$ cat src/rtl/if_pkg.sv
// Shared types for the instruction-fetch request path.
package if_pkg;

    typedef enum logic [1:0] {
        IDLE,
        RUN,
        HALT
    } fetch_state_e;

    typedef struct packed {
        logic [31:0] rdata;
        logic [31:0] addr;
        logic        err;
    } fetch_entry_t;

    localparam logic [31:0] BOOT_OFFSET_DEFAULT = 32'h80;

endpackage

$ cat src/rtl/if_fetch_fifo.sv
// Response buffer: shift-register FIFO whose head is always entry 0, so the
// head output comes straight from a register.
module if_fetch_fifo
    import if_pkg::*;
#(
    parameter  int unsigned DEPTH = 2,
    localparam int unsigned CW    = $clog2(DEPTH + 1)
) (
    input  logic          clk_i,
    input  logic          rst_ni,
    input  logic          flush_i,
    input  logic          push_i,
    input  fetch_entry_t  wdata_i,
    input  logic          pop_i,
    output fetch_entry_t  head_o,
    output logic [CW-1:0] count_o
);

    fetch_entry_t [DEPTH-1:0] mem, mem_nxt;
    logic [CW-1:0]            count, count_nxt;
    logic                     full, do_pop, do_push;

    always_comb begin
        full      = (count == CW'(DEPTH));
        do_pop    = pop_i && (count != '0);
        do_push   = push_i && (!full || do_pop);
        mem_nxt   = do_pop ? (mem >> $bits(fetch_entry_t)) : mem;
        // Write slot is computed after the shift so push+pop at full lands in the last entry.
        for (int unsigned i = 0; i < DEPTH; i++) begin
            if (do_push && (CW'(i) == count - CW'(do_pop))) begin
                mem_nxt[i] = wdata_i;
            end
        end
        count_nxt = count + CW'(do_push) - CW'(do_pop);
    end

    always_ff @(posedge clk_i) begin
        if (!rst_ni) begin
            mem   <= '0;
            count <= '0;
        end else if (flush_i) begin
            count <= '0;
        end else begin
            mem   <= mem_nxt;
            count <= count_nxt;
        end
    end

    always_ff @(posedge clk_i) begin
        if (rst_ni && !flush_i) begin
            assert (!(push_i && full && !do_pop))
            else $error("if_fetch_fifo: push into full buffer without pop");
        end
    end

    assign head_o  = mem[0];
    assign count_o = count;

endmodule

$ cat src/rtl/if_fetch_req.sv
// IF-stage request side: word-aligned address generation, req/gnt/rvalid
// handshake with credit limiting, redirect with stale-response discard.
module if_fetch_req
    import if_pkg::*;
#(
    parameter int unsigned FIFO_DEPTH  = 2,
    parameter logic [31:0] BOOT_OFFSET = BOOT_OFFSET_DEFAULT
) (
    input  logic        clk_i,
    input  logic        rst_ni,
    input  logic [31:0] boot_addr_i,
    input  logic        fetch_enable_i,
    input  logic        branch_i,
    input  logic [31:0] branch_addr_i,
    output logic        instr_req_o,
    output logic [31:0] instr_addr_o,
    input  logic        instr_gnt_i,
    input  logic        instr_rvalid_i,
    input  logic [31:0] instr_rdata_i,
    input  logic        instr_err_i,
    output logic        fetch_valid_o,
    input  logic        fetch_ready_i,
    output logic [31:0] fetch_rdata_o,
    output logic [31:0] fetch_addr_o,
    output logic        fetch_err_o
);

    localparam int unsigned CW = $clog2(FIFO_DEPTH + 1);

    fetch_state_e  state;
    logic [31:0]   req_pc, resp_pc, pend_addr, boot_pc, branch_tgt;
    logic          pend_valid, req_held;
    logic [CW-1:0] outstanding, outstanding_nxt, discard_cnt, fifo_count;
    logic          credit_ok, gnt_fire, held_now, rsp_ok, redirect, push, pop;
    fetch_entry_t  push_entry, head;
    logic          unused_addr_bits;

    assign unused_addr_bits = ^{boot_addr_i[7:0], branch_addr_i[1:0]};

    always_comb begin
        boot_pc         = {boot_addr_i[31:8], 8'h00} + BOOT_OFFSET;
        branch_tgt      = {branch_addr_i[31:2], 2'b00};
        credit_ok       = ({1'b0, outstanding} + {1'b0, fifo_count}) < (CW+1)'(FIFO_DEPTH);
        // A request left ungranted stays up regardless of credit or state changes.
        instr_req_o     = req_held || ((state == RUN) && credit_ok);
        instr_addr_o    = (state == IDLE) ? boot_pc : req_pc;
        gnt_fire        = instr_req_o && instr_gnt_i;
        held_now        = instr_req_o && !instr_gnt_i;
        rsp_ok          = instr_rvalid_i && (outstanding != '0);
        outstanding_nxt = outstanding + CW'(gnt_fire) - CW'(rsp_ok);
        redirect        = branch_i && (state != IDLE);
        push            = rsp_ok && (discard_cnt == '0) && !redirect;
        push_entry      = '{rdata: instr_rdata_i, addr: resp_pc, err: instr_err_i};
        fetch_valid_o   = (fifo_count != '0);
        pop             = fetch_valid_o && fetch_ready_i && !branch_i;
        fetch_rdata_o   = head.rdata;
        fetch_addr_o    = head.addr;
        fetch_err_o     = head.err;
    end

    always_ff @(posedge clk_i) begin
        if (!rst_ni) begin
            state       <= IDLE;
            req_pc      <= '0;
            resp_pc     <= '0;
            pend_addr   <= '0;
            pend_valid  <= 1'b0;
            req_held    <= 1'b0;
            outstanding <= '0;
            discard_cnt <= '0;
        end else begin
            req_held    <= held_now;
            outstanding <= outstanding_nxt;
            if (state == IDLE) begin
                if (fetch_enable_i) begin
                    state   <= RUN;
                    req_pc  <= boot_pc;
                    resp_pc <= boot_pc;
                end
            end else begin
                if (gnt_fire) begin
                    req_pc     <= pend_valid ? pend_addr : req_pc + 32'd4;
                    pend_valid <= 1'b0;
                end
                if (rsp_ok && (discard_cnt != '0)) begin
                    discard_cnt <= discard_cnt - CW'(1);
                end
                if (push) begin
                    resp_pc <= resp_pc + 32'd4;
                    if (instr_err_i) begin
                        state <= HALT;
                    end
                end
                // Redirect overrides the updates above; a held request is
                // replayed at its old address and its response counted as stale.
                if (redirect) begin
                    state   <= RUN;
                    resp_pc <= branch_tgt;
                    if (held_now) begin
                        pend_valid  <= 1'b1;
                        pend_addr   <= branch_tgt;
                        discard_cnt <= outstanding_nxt + CW'(1);
                    end else begin
                        req_pc      <= branch_tgt;
                        pend_valid  <= 1'b0;
                        discard_cnt <= outstanding_nxt;
                    end
                end
            end
        end
    end

    always_ff @(posedge clk_i) begin
        if (rst_ni && instr_rvalid_i) begin
            assert (outstanding != '0)
            else $error("if_fetch_req: rvalid with no outstanding request");
        end
    end

    if_fetch_fifo #(
        .DEPTH(FIFO_DEPTH)
    ) u_fifo (
        .clk_i  (clk_i),
        .rst_ni (rst_ni),
        .flush_i(redirect),
        .push_i (push),
        .wdata_i(push_entry),
        .pop_i  (pop),
        .head_o (head),
        .count_o(fifo_count)
    );

endmodule
$ cat config.mk
export PLATFORM = sky130hd
export DESIGN_NAME = if_fetch_req
export DESIGN_NICKNAME = d
export VERILOG_FILES = /design/src/rtl/if_pkg.sv /design/src/rtl/if_fetch_fifo.sv /design/src/rtl/if_fetch_req.sv
export SDC_FILE = /design/constraint.sdc
export NUM_CORES = 1
export LEC_CHECK = 0
export ABC_CLOCK_PERIOD_IN_PS = 8850
export CORE_MARGIN = 4
export CORE_UTILIZATION = 33
export CTS_CLUSTER_DIAMETER = 60
export DETAILED_ROUTE_END_ITERATION = 8
export PLACE_DENSITY_LB_ADDON = 0.2
export SETUP_SLACK_MARGIN = 0.15
export SLEW_MARGIN = 25
export SYNTH_ARGS = -nofsm -noshare
export SYNTH_HDL_FRONTEND = slang
export SYNTH_SLANG_ARGS = --single-unit
$ cat constraint.sdc
create_clock -name clk_i -period 8.85 [get_ports clk_i]
set_input_delay 1.77 -clock clk_i [delete_from_list [all_inputs] [get_ports clk_i]]
set_output_delay 1.77 -clock clk_i [all_outputs]
set_load 0.01 [all_outputs]
==> key figures <==
Status
  • Status: completed

Clock tree
  • Htree depth: 1
  • Clk pin slew, worst setup/hold paths: 0.06 ns
  • CTS resizes: 0
  • Clock root buffer: clkbuf_16
  • CTS Hold Bufs: 0
  • Inserted Clock Buffers: 29
  • Clock tree sinks: 230
  • CTS tree: yes
  • Postcts setup bufs: 0
  • Clock Latency Late Sink: about 0.54 ns
  • Longest Clk Path Bufs: 3

Route
  • Pre-antenna DRT Iters: 5
  • Mean number of vias per cell: between 5 and 6
  • WL/cell: between 15 and 20 um
  • Detailed Route Iter0 Violations: ~1,000
  • DRC errors left: 0
  • Final wirelength: between 40 and 50 mm
  • Vias: 12,530
  • Antenna Nets Post-Route: 0

STA
  • Worst slew pin tran: just over 1 ns
  • Period utilization: 0.5659
  • Slew Limit Fails: 0
  • Setup_tns: 0 ns
  • Final hold vios: 0
  • Max Fclk: ~0.2 GHz
  • Setup WS post-layout: 3.842 ns
  • Final setup fails: 0
  • Min Tclk post-route: approximately 5 ns
  • Worst clock skew: roughly 0.016 ns
  • RSZ-0062 raised after global routing: false
  • Relative slew slack: 0.3143

Die
  • Die X: 202.9 um
  • Die extent in y: about 200 um
  • Top Ports: between 200 and 250
  • Core Area: 37,580 um2
  • Initial Util: 0.3334
  • Die ar.: between 40,000 and 50,000 um2
  • Row count: between 70 and 80

Yosys
  • Mapped Nets: ~1,800
  • Post-Synthesis Cell Area: about 13,000 um2
  • Post-synth EDFFs: 0
  • Synth unique cells: between 80 and 90
  • Ys Warns: 0
  • Post-synth ARST share: 0
  • Synth Flop Type: dfxtp_1
  • Post-Syn Instances: approximately 1,700
  • Register area share after synthesis: 0.3675
  • Yosys reg bits: 230
  • Synthesized area per cell: 7.427 um2

Cells and area
  • Most common cell after layout, fill and taps aside: nand2_1
  • Post-Route Utilization: 0.4038
  • Layout cells sized above 1: 0.06153
  • Fill count: just under 4,000
  • Diode count: 0
  • Most frequent cells in the layout: nand2_1 (381), dfxtp_1 (230), clkdlybuf4s50_1 (192)
  • Nets: 1,833
  • Synthesis-to-finish area growth: 21.10%

Setup path
  • CP Capture Type: output pin
  • CP arrival: about 3.2 ns
  • Crit Path Max Fanout: 3
  • R2R Setup Slk: roughly 4.8 ns
  • Critical R2R Launch: outstanding[0]
  • Setup crit start kind: primary input
  • Worst reg2reg path depth: 14
  • Setup CP Type: in -> out
  • Critical Path End: instr_addr_o[18]
  • Critical path launch point: boot_addr_i[18]
  • Worst Path Required: 7.08 ns
  • FF-to-FF End: discard_cnt[1]

Placement
  • PortBufs: between 150 and 200
  • DPL Wire Length: 28.74 mm
  • Placer congestion estimate: between 0.8 and 0.9
  • Post-Place Setup Slack: approximately 3.3 ns

GRT
  • First-pass GRT wire length: around 70 mm
  • Pin count of the biggest net entering global routing: 97
  • Tot GR Track Use: 0.2056
  • Gr ovfl total: 0
  • Vias in the first global route: approximately 12,000
  • Antenna violations before repair: 0

Pwr
  • Power per Cell Area: between 200 and 250 nW/um2
  • Power consumption: about 0.0034 W
  • Pleak: 5.253 nW
  • Maximum resistive drop on vdd: between 100 and 150 uV

Min path
  • Min-delay worst type: reg -> reg
  • Worst hold path depth: 2

Run
  • Max Cap Viol: 0
## how the worst min path moves through the flow
| stage | end | start |
|---|---|---|
| CTS | u_fifo.mem[67] | u_fifo.mem[67] |
| finish | u_fifo.mem[67] | u_fifo.mem[67] |
| global placement | u_fifo.mem[67] | u_fifo.mem[67] |
| floorplan | u_fifo.mem[67] | u_fifo.mem[67] |
| global route | pend_addr[6] | pend_addr[6] |
| detailed placement | u_fifo.mem[67] | u_fifo.mem[67] |
## cell usage after synthesis, types with 10 or more instances
cell	count	area share
o211ai_1	18	0.011
nor2_1	119	0.036
buf_2	15	0.0060
a22oi_1	11	0.0066
o21ai_0	59	0.024
or3_1	10	0.0050
inv_1	21	0.0063
o22ai_1	15	0.0075
mux2i_1	24	0.019
nand2_1	382	0.11
nor4_1	12	0.0060
buf_4	64	0.038
and3_1	19	0.0095
clkbuf_1	111	0.033
dfxtp_1	230	0.37
a31oi_1	15	0.0075
nand3_1	95	0.038
a21oi_1	141	0.056
a311oi_1	66	0.046
buf_1	20	0.0060
nor3_1	21	0.0084
o31ai_1	10	0.0060
and2_1	12	0.0060
nand4_1	14	0.0070
and4_1	10	0.0070
## worst max-delay path, stage by stage
cell and delay, ns:
clkdlybuf4s50_1 0.63, nand2_1 0.08, o21ai_0 0.15, clkdlybuf4s50_1 0.60
## through the flow
step / cell area [um2] / instances / hold WS, ns
2_1_floorplan: 12530 / 1687 / 0.4222
6_report: 15170 / 2250 / 0.4451
5_1_grt: 15170 / 2250 / 0.4777
3_3_place_gp: 14240 / 2200 / 0.4300
4_1_cts: 15170 / 2250 / 0.4453
3_5_place_dp: 14240 / 2200 / 0.4343
## routing by layer
layer | vias to the layer above | share of wire | routed length, um | track usage
met5 | - | 0 | 0 | 0
met4 | 0 | 0.022 | 966 | 0.05165
met3 | 67 | 0.077 | 3423 | 0.03705
met2 | 509 | 0.43 | 19090 | 0.3108
met1 | 5915 | 0.47 | 20810 | 0.3034
li1 | 6036 | - | - | -
## final cells by class
type | instances | area [um2] | area share
tap | 511 | 639.4 | 0.04214
inverter | 23 | 91.34 | 0.006020
clock buffer | 37 | 825.8 | 0.05442
clock inverter | 13 | 102.6 | 0.006762
multi-input combinational | 1222 | 6823 | 0.4497
sequential | 230 | 4604 | 0.3035
timing repair buffer | 214 | 2087 | 0.1375
## flip-flops by register name, indices dropped and copies added, names as in the netlist
name / flops
req_pc: 32
outstanding: 2
req_held: 1
u_fifo.mem: 64
discard_cnt: 2
u_fifo.count_o: 2
u_fifo.head_o: 64
state: 2
resp_pc: 30
pend_valid: 1
pend_addr: 30
## kinds of logic after synthesis
kind of cell | Yosys count | share of synthesized area
AOI/OAI and AO/OA | 444 | 0.2410
xor gates and xnor gates | 11 | 0.007689
adders and majority gates | 9 | 0.009587
buffers and inverters | 235 | 0.09127
DFF | 230 | 0.3675
muxes | 29 | 0.02367
and+or+nand+nor | 729 | 0.2593
## report_power, final
| part | internal [W] | leakage [nW] | switching (W) |
|---|---|---|---|
| sequential | 0.00118 | 1.87 | 0.000128 |
| combinational | 0.000418 | 2.92 | 0.000538 |
| clock | 0.000683 | 0.464 | 0.000462 |
| total | 0.00228 | 5.25 | 0.00113 |
No activity file was read; power rests on OpenSTA's default activity.
